[config.mk]
export PLATFORM = sky130hd
export DESIGN_NAME = fetch_sequencer_flat
export DESIGN_NICKNAME = d
export VERILOG_FILES = /design/src/rtl/fetch_sequencer_pkg.sv /design/src/rtl/fetch_if.sv /design/src/rtl/fetch_hold_buf.sv /design/src/rtl/fetch_sequencer.sv /design/src/flat_wrapper.sv
export SDC_FILE = /design/constraint.sdc
export NUM_CORES = 1
export LEC_CHECK = 0
export BUFFER_PORTS_ARGS = -buffer_cell sky130_fd_sc_hd__buf_4
export CAP_MARGIN = 20
export CELL_PAD_IN_SITES_DETAIL_PLACEMENT = 0
export CELL_PAD_IN_SITES_GLOBAL_PLACEMENT = 2
export CORE_MARGIN = 2
export CORE_UTILIZATION = 26
export CTS_CLUSTER_DIAMETER = 120
export CTS_CLUSTER_SIZE = 12
export DETAILED_ROUTE_END_ITERATION = 10
export GPL_TIMING_DRIVEN = 0
export PLACE_DENSITY_LB_ADDON = 0.1
export SYNTH_ARGS = -nofsm -noshare
export SYNTH_HDL_FRONTEND = slang
export SYNTH_HIERARCHICAL = 1
export SYNTH_SLANG_ARGS = --single-unit
[constraint.sdc]
create_clock -name clk -period 2.5 [get_ports clk]
set_clock_uncertainty 0.1 [all_clocks]
set_input_delay 0.25 -clock clk [delete_from_list [all_inputs] [get_ports clk]]
set_output_delay 0.25 -clock clk [all_outputs]
set_load 0.01 [all_outputs]
[src/rtl/fetch_sequencer_pkg.sv]
// fetch_sequencer_pkg: shared IF-stage types and constants
package fetch_sequencer_pkg;
  typedef enum logic [1:0] {BOOT, FETCH, HOLD, DRAIN} state_t;
  localparam logic [31:0] RESET_PC_DEFAULT = 32'h0000_0000;
  localparam logic [31:0] NOP = 32'h0000_0000;
endpackage

[src/rtl/fetch_if.sv]
// fetch_if: imem handshake, hazard/redirect inputs and IF/ID outputs of the fetch stage
interface fetch_if;
  logic imem_req;
  logic [31:0] imem_addr;
  logic imem_ready;
  logic [31:0] imem_rdata;
  logic stall;
  logic redirect;
  logic [31:0] redirect_pc;
  logic [31:0] pc;
  logic [31:0] pc_plus4;
  logic [31:0] ifid_inst;
  logic ifid_write;
  logic ifid_flush;
  modport master (
    output imem_req, imem_addr, pc, pc_plus4, ifid_inst, ifid_write, ifid_flush,
    input imem_ready, imem_rdata, stall, redirect, redirect_pc
  );
  modport slave (
    input imem_req, imem_addr, pc, pc_plus4, ifid_inst, ifid_write, ifid_flush,
    output imem_ready, imem_rdata, stall, redirect, redirect_pc
  );
endinterface

[src/rtl/fetch_hold_buf.sv]
// fetch_hold_buf: 32-bit single-entry register with load enable
module fetch_hold_buf (
  input  logic        clk,
  input  logic        rst,
  input  logic        load,
  input  logic [31:0] d,
  output logic [31:0] q
);
  always_ff @(posedge clk)
    if (rst) q <= '0;
    else if (load) q <= d;
endmodule

[src/rtl/fetch_sequencer.sv]
// fetch_sequencer: PC owner and imem/IF-ID sequencing for the MIPS fetch stage
module fetch_sequencer
  import fetch_sequencer_pkg::*;
#(
  parameter logic [31:0] RESET_PC = RESET_PC_DEFAULT
) (
  input logic    clk,
  input logic    rst,
  fetch_if.master f
);
  state_t state, state_n;
  logic [31:0] pc, pc_n, tgt, buf_q, pend_q;
  logic buf_ld, pend_ld;
  assign tgt = {f.redirect_pc[31:2], 2'b00};
  assign f.pc = pc;
  assign f.imem_addr = pc;
  assign f.pc_plus4 = pc + 32'd4;
  always_ff @(posedge clk)
    if (rst) begin
      state <= BOOT;
      pc <= RESET_PC;
    end else begin
      state <= state_n;
      pc <= pc_n;
    end
  always_comb begin
    state_n = state;
    pc_n = pc;
    buf_ld = 1'b0;
    pend_ld = 1'b0;
    f.imem_req = 1'b0;
    f.ifid_write = 1'b0;
    f.ifid_flush = 1'b0;
    f.ifid_inst = NOP;
    case (state)
      BOOT: begin
        f.ifid_flush = 1'b1;
        state_n = FETCH;
      end
      FETCH: begin
        f.imem_req = 1'b1;
        f.ifid_inst = f.imem_rdata;
        if (f.redirect) begin
          f.ifid_flush = 1'b1;
          pend_ld = !f.imem_ready;
          pc_n = f.imem_ready ? tgt : pc;
          state_n = f.imem_ready ? FETCH : DRAIN;
        end else if (f.imem_ready) begin
          buf_ld = f.stall;
          f.ifid_write = !f.stall;
          pc_n = f.stall ? pc : pc + 32'd4;
          state_n = f.stall ? HOLD : FETCH;
        end
      end
      HOLD: begin
        f.ifid_inst = buf_q;
        if (f.redirect) begin
          f.ifid_flush = 1'b1;
          pc_n = tgt;
          state_n = FETCH;
        end else if (!f.stall) begin
          f.ifid_write = 1'b1;
          pc_n = pc + 32'd4;
          state_n = FETCH;
        end
      end
      DRAIN: begin
        // old address stays on the bus; the returning data is squashed
        f.imem_req = 1'b1;
        f.ifid_flush = 1'b1;
        pend_ld = f.redirect;
        if (f.imem_ready) begin
          pc_n = f.redirect ? tgt : pend_q;
          state_n = FETCH;
        end
      end
      default: state_n = BOOT;
    endcase
  end
  fetch_hold_buf u_buf (.clk(clk), .rst(rst), .load(buf_ld), .d(f.imem_rdata), .q(buf_q));
  fetch_hold_buf u_pend (.clk(clk), .rst(rst), .load(pend_ld), .d(tgt), .q(pend_q));
endmodule

[src/flat_wrapper.sv]
// flat-port wrapper written by rule: the top's interface ports become plain ports
module fetch_sequencer_flat import fetch_sequencer_pkg::*;
#(
  parameter logic [31:0] RESET_PC = RESET_PC_DEFAULT
)
  (clk, rst, f_imem_req, f_imem_addr, f_pc, f_pc_plus4, f_ifid_inst, f_ifid_write, f_ifid_flush, f_imem_ready, f_imem_rdata, f_stall, f_redirect, f_redirect_pc);
  fetch_if f_i ();
  input logic clk;
  input logic rst;
  output wire logic [$bits(f_i.imem_req)-1:0] f_imem_req;
  output wire logic [$bits(f_i.imem_addr)-1:0] f_imem_addr;
  output wire logic [$bits(f_i.pc)-1:0] f_pc;
  output wire logic [$bits(f_i.pc_plus4)-1:0] f_pc_plus4;
  output wire logic [$bits(f_i.ifid_inst)-1:0] f_ifid_inst;
  output wire logic [$bits(f_i.ifid_write)-1:0] f_ifid_write;
  output wire logic [$bits(f_i.ifid_flush)-1:0] f_ifid_flush;
  input wire logic [$bits(f_i.imem_ready)-1:0] f_imem_ready;
  input wire logic [$bits(f_i.imem_rdata)-1:0] f_imem_rdata;
  input wire logic [$bits(f_i.stall)-1:0] f_stall;
  input wire logic [$bits(f_i.redirect)-1:0] f_redirect;
  input wire logic [$bits(f_i.redirect_pc)-1:0] f_redirect_pc;
  assign f_imem_req = f_i.imem_req;
  assign f_imem_addr = f_i.imem_addr;
  assign f_pc = f_i.pc;
  assign f_pc_plus4 = f_i.pc_plus4;
  assign f_ifid_inst = f_i.ifid_inst;
  assign f_ifid_write = f_i.ifid_write;
  assign f_ifid_flush = f_i.ifid_flush;
  assign f_i.imem_ready = f_imem_ready;
  assign f_i.imem_rdata = f_imem_rdata;
  assign f_i.stall = f_stall;
  assign f_i.redirect = f_redirect;
  assign f_i.redirect_pc = f_redirect_pc;
  fetch_sequencer #(.RESET_PC(RESET_PC)) u_core (.clk(clk), .rst(rst), .f(f_i));
endmodule
==> results.rst <==
.. list-table::
   :header-rows: 1

   * - Metric
     - Value
   * - Result of the run
     - complete, but fails checks
   * - Violations in the final reports
     - setup timing
   * - Clock root cell
     - sky130_fd_sc_hd__clkbuf_16
   * - Count of unresolved DRC violations after routing
     - 0
   * - Largest net degree at the start of global routing
     - 18
   * - CTS buffer count
     - 9
   * - Dominant register cell in the synthesized netlist
     - sky130_fd_sc_hd__dfxtp_1
   * - Slack of the critical path
     - -0.0293 ns
   * - Sink of the worst hold path
     - u_core/u_buf/q[27]$_SDFFE_PP0P_
   * - Final core area utilization
     - 38.1%
   * - Category of the critical setup timing path
     - reg -> out
   * - Number of iterations in the first detailed-routing pass
     - 5
   * - Async set-or-reset flop fraction in the synthesized netlist
     - 0%
   * - Max-Slew Margin vs Limit
     - between 40% and 50%
   * - Ratio of cells with drive above 1 in the final layout
     - between 30% and 40%
   * - Number of max-capacitance violations reported
     - 0
   * - Number of max-slew violations in the final report
     - 0
   * - N_diodes
     - 0
   * - First-pass GRT wire length
     - 34900 µm
   * - Number of core rows
     - between 50 and 60
   * - Register share of total power
     - 40.0%
   * - Met1 usage in global routing
     - 24.2%
   * - Data arrival, critical path
     - 2.18 ns
   * - Share of the clock period used by the worst path after layout
     - 101%
   * - Total grt overflow
     - 0
   * - Die footprint
     - 0.0239 mm²
   * - Number of buffers added on ports
     - 196
   * - Kind of start point of the critical path
     - flop
   * - Clock transition at the registers of the reported paths
     - 0.08 ns
   * - Switching Share
     - 31.0%
   * - Fraction of the yosys area taken by sequential cells
     - about a third
   * - TritonCTS sink count
     - 98
   * - Buffers from clock root to sink, at most
     - 2
   * - Initial core utilization
     - 26.3%
   * - Via count of the first global-routing pass
     - 5970
   * - Final critical delay including setup and external delays
     - 2.53 ns
   * - Leakage Power
     - 0.00356 µW
   * - Final Hold Vio Count
     - 0
   * - Crit end category
     - output pin
   * - Int Power
     - 2960 µW
   * - Average detailed-routed wire length per instance
     - 18.9 µm
   * - Number of levels the H-tree was split into
     - 3
   * - GR Layer Usage met2
     - 32.5%
   * - X dimension of the die
     - 155 µm
   * - Global routing usage summed across all routing layers
     - 18.9%
   * - RSZ-0062 raised after global routing
     - true
   * - Combinational group share of total power
     - 25.6%
   * - Launch instance of the worst min-delay path
     - f_imem_rdata[27]
   * - First DRT Iteration DRCs
     - 384
   * - Reported net switching power
     - 1330 µW
   * - Routability cong.
     - 0.822
   * - Endpoint of the lowest-slack register-to-register path
     - u_core/f.imem_addr[20]$_SDFFE_PP0P_
   * - Die Height
     - between 150 and 200 µm
   * - Pre-CTS worst setup slack
     - -0.792 ns
   * - Slew at the pin closest to its max-slew limit
     - 0.780 ns
   * - Net count reported at finish
     - around 1000
   * - Number of antenna violations at the first check in global routing
     - 0
   * - Number of distinct library cells after synthesis
     - 57
   * - Layout overhead on the synthesized area
     - 45.1%
   * - Number of flops mapped to enable cells by yosys
     - 0
   * - Worst reg2reg setup slack
     - 0.17 ns
   * - Reg-to-reg startpoint
     - u_core/state[0]$_SDFFE_PP0P_
   * - Highest Clock Rate
     - roughly 400 MHz
   * - Worst min path class
     - in -> reg
   * - Insertion delay of the later-clocked pin in the worst-skew pair
     - 0.35 ns
   * - Total I/O pin count
     - 200
   * - Top Usage Layer GRT
     - met2
   * - Setup violators final
     - 1
   * - IR drop worst, VDD
     - 345 µV
   * - Average size of a mapped cell
     - 8.36 µm²
   * - Syn Std Cell Area
     - 0.00589 mm²
   * - TritonCTS clock tree
     - yes
   * - Antenna Nets Post-Route
     - 0
   * - Layout Cells excl Fill
     - 1228
   * - Routed via count
     - 6077
   * - Instance count along the most critical hold path
     - 3
   * - Required time of the worst setup path
     - approximately 2.2 ns
   * - Worst R2R Path Depth
     - 8
   * - Power density over the cells
     - roughly 500 mW/mm²
   * - Cells after DPL
     - 1187
   * - Routed vias/inst
     - 4.95
   * - Yosys warning count
     - 6
   * - Clk pwr share
     - approximately a third
   * - Estimated wirelength of the detail-placed design
     - 17200 µm
   * - Floorplan Core Area
     - 0.0224 mm²
   * - Detailed Route WL
     - 23300 µm
   * - Total power of the final layout
     - 4290 µW
   * - Met3 track demand over resource in global routing
     - 3.78%
   * - Total of flip-flops plus latches after synthesis
     - 98
   * - Largest fanout on the critical path
     - 9
   * - Worst Hold Margin
     - roughly 0.034 ns
   * - Synth Instances
     - 705
[cell type report]
cell class	instances	area [µm²]
fillers	2345	13900
multi-input cells	497	3440
flip-flops and latches	98	2010
repair buffers	225	1690
plain buffers	91	696
well taps	285	357
clock buffers	9	225
clock inverters	7	76.3
inverters	16	60.1
[logic make-up after synthesis]
| family | synth area share (%) |
|---|---|
| AOI/OAI and AO/OA | 18.7 |
| xor gates and xnor gates | 4.16 |
| adders and majority gates | 1.06 |
| buffers and inverters | 11.4 |
| DFF | 33.3 |
| muxes | 11.8 |
| other | 0.0636 |
| and+or+nand+nor | 19.5 |
[cell usage after synthesis, types with 3 or more instances]
library cell / number / area [µm²]
sky130_fd_sc_hd__a211oi_1: 5 / 37.5
sky130_fd_sc_hd__a21oi_1: 39 / 195
sky130_fd_sc_hd__a22o_1: 3 / 26.3
sky130_fd_sc_hd__a22oi_1: 40 / 300
sky130_fd_sc_hd__a2bb2oi_1: 5 / 43.8
sky130_fd_sc_hd__a31oi_1: 5 / 31.3
sky130_fd_sc_hd__and3_1: 6 / 37.5
sky130_fd_sc_hd__and4_1: 3 / 26.3
sky130_fd_sc_hd__buf_1: 3 / 11.3
sky130_fd_sc_hd__buf_12: 6 / 120
sky130_fd_sc_hd__buf_2: 11 / 55.1
sky130_fd_sc_hd__buf_4: 34 / 255
sky130_fd_sc_hd__clkbuf_1: 37 / 139
sky130_fd_sc_hd__dfxtp_1: 98 / 1960
sky130_fd_sc_hd__ha_1: 5 / 62.6
sky130_fd_sc_hd__inv_1: 16 / 60.1
sky130_fd_sc_hd__mux2i_1: 67 / 671
sky130_fd_sc_hd__nand2_1: 30 / 113
sky130_fd_sc_hd__nand3_1: 15 / 75.1
sky130_fd_sc_hd__nand4_1: 10 / 62.6
sky130_fd_sc_hd__nor2_1: 93 / 349
sky130_fd_sc_hd__nor2b_1: 35 / 219
sky130_fd_sc_hd__nor3_1: 6 / 30.0
sky130_fd_sc_hd__nor4_1: 10 / 62.6
sky130_fd_sc_hd__o211ai_1: 9 / 67.6
sky130_fd_sc_hd__o21ai_0: 35 / 175
sky130_fd_sc_hd__o31a_1: 5 / 43.8
sky130_fd_sc_hd__o31ai_1: 5 / 37.5
sky130_fd_sc_hd__o32ai_1: 5 / 43.8
sky130_fd_sc_hd__xnor2_1: 21 / 184
sky130_fd_sc_hd__xor2_1: 7 / 61.3
[critical path, cell delays in order (launching register included)]
cell	delay, ns
sky130_fd_sc_hd__dfxtp_2	0.35
sky130_fd_sc_hd__buf_6	0.13
sky130_fd_sc_hd__nand4_1	0.14
sky130_fd_sc_hd__or3_4	0.43
sky130_fd_sc_hd__or4_4	0.47
sky130_fd_sc_hd__xnor2_2	0.15
sky130_fd_sc_hd__buf_4	0.15
[placed cells by master, fill, tap and decap left out, drive strengths merged, types with 6 or more instances in the layout]
| master | instances |
|---|---|
| dfxtp | 98 |
| nor2b | 35 |
| o211ai | 9 |
| clkbuf | 45 |
| nor3 | 6 |
| inv | 19 |
| xnor2 | 21 |
| nor2 | 93 |
| o21ai | 35 |
| a21oi | 39 |
| nand3 | 17 |
| and3 | 7 |
| xor2 | 7 |
| nor4 | 12 |
| buf | 280 |
| nand4 | 11 |
| nand2 | 30 |
| mux2i | 67 |
| a22oi | 40 |
[repair_timing]
| item | 4_1_cts | 5_1_grt |
|---|---|---|
| setup endpoints to repair | 144 | 95 |
| gates resized for setup | 70 | 37 |
| buffers inserted | 9 | 20 |
| hold buffers | 0 | 0 |
| pin swaps | 8 | 13 |
[metal layers]
layer	vias up	share of wire, %
met1	2911	44
met5	-	0
li1	2944	-
met4	0	1.5
met2	201	48
met3	21	6.5
[registers in the layout, indices dropped and copies added, names as in the netlist]
signal              flops
u_core/f.imem_addr     32
u_core/state            2
u_core/u_buf/q         32
u_core/u_pend/q        32
[worst max-delay path by stage]
stage	from	to	slack, ns	cells past startpoint
global placement	u_core/state[0]$_SDFFE_PP0P_	u_core/u_pend/q[10]$_SDFFE_PP0P_	-0.76	10
global route	u_core/f.imem_addr[6]$_SDFFE_PP0P_	f_pc_plus4[27]	-0.09	6
finish	u_core/f.imem_addr[5]$_SDFFE_PP0P_	f_pc_plus4[27]	-0.03	6
floorplan	u_core/state[0]$_SDFFE_PP0P_	u_core/u_pend/q[10]$_SDFFE_PP0P_	0.19	10
detailed placement	u_core/state[0]$_SDFFE_PP0P_	u_core/u_pend/q[5]$_SDFFE_PP0P_	-0.79	10
CTS	u_core/f.imem_addr[4]$_SDFFE_PP0P_	f_pc_plus4[27]	-0.04	6
[power groups by stage]
stage               registers (µW)  logic, µW  clock network [µW]
floorplan                     1740        546                   0
global placement              1740       1030                   0
detailed placement            1750       1040                   0
CTS                           1720       1070                1530
global route                  1730       1190                1580
finish                        1720       1100                1470
[per-stage QoR]
| stage | TNS (ns) | instance area [µm²] |
|---|---|---|
| finish | -0.0293 | 8550 |
| global route | -0.169 | 8550 |
| CTS | -0.0620 | 8310 |
| detailed placement | -37.35 | 7720 |
| global placement | -35.97 | 7720 |
| floorplan | 0 | 5900 |
No activity file was read; power rests on OpenSTA's default activity.
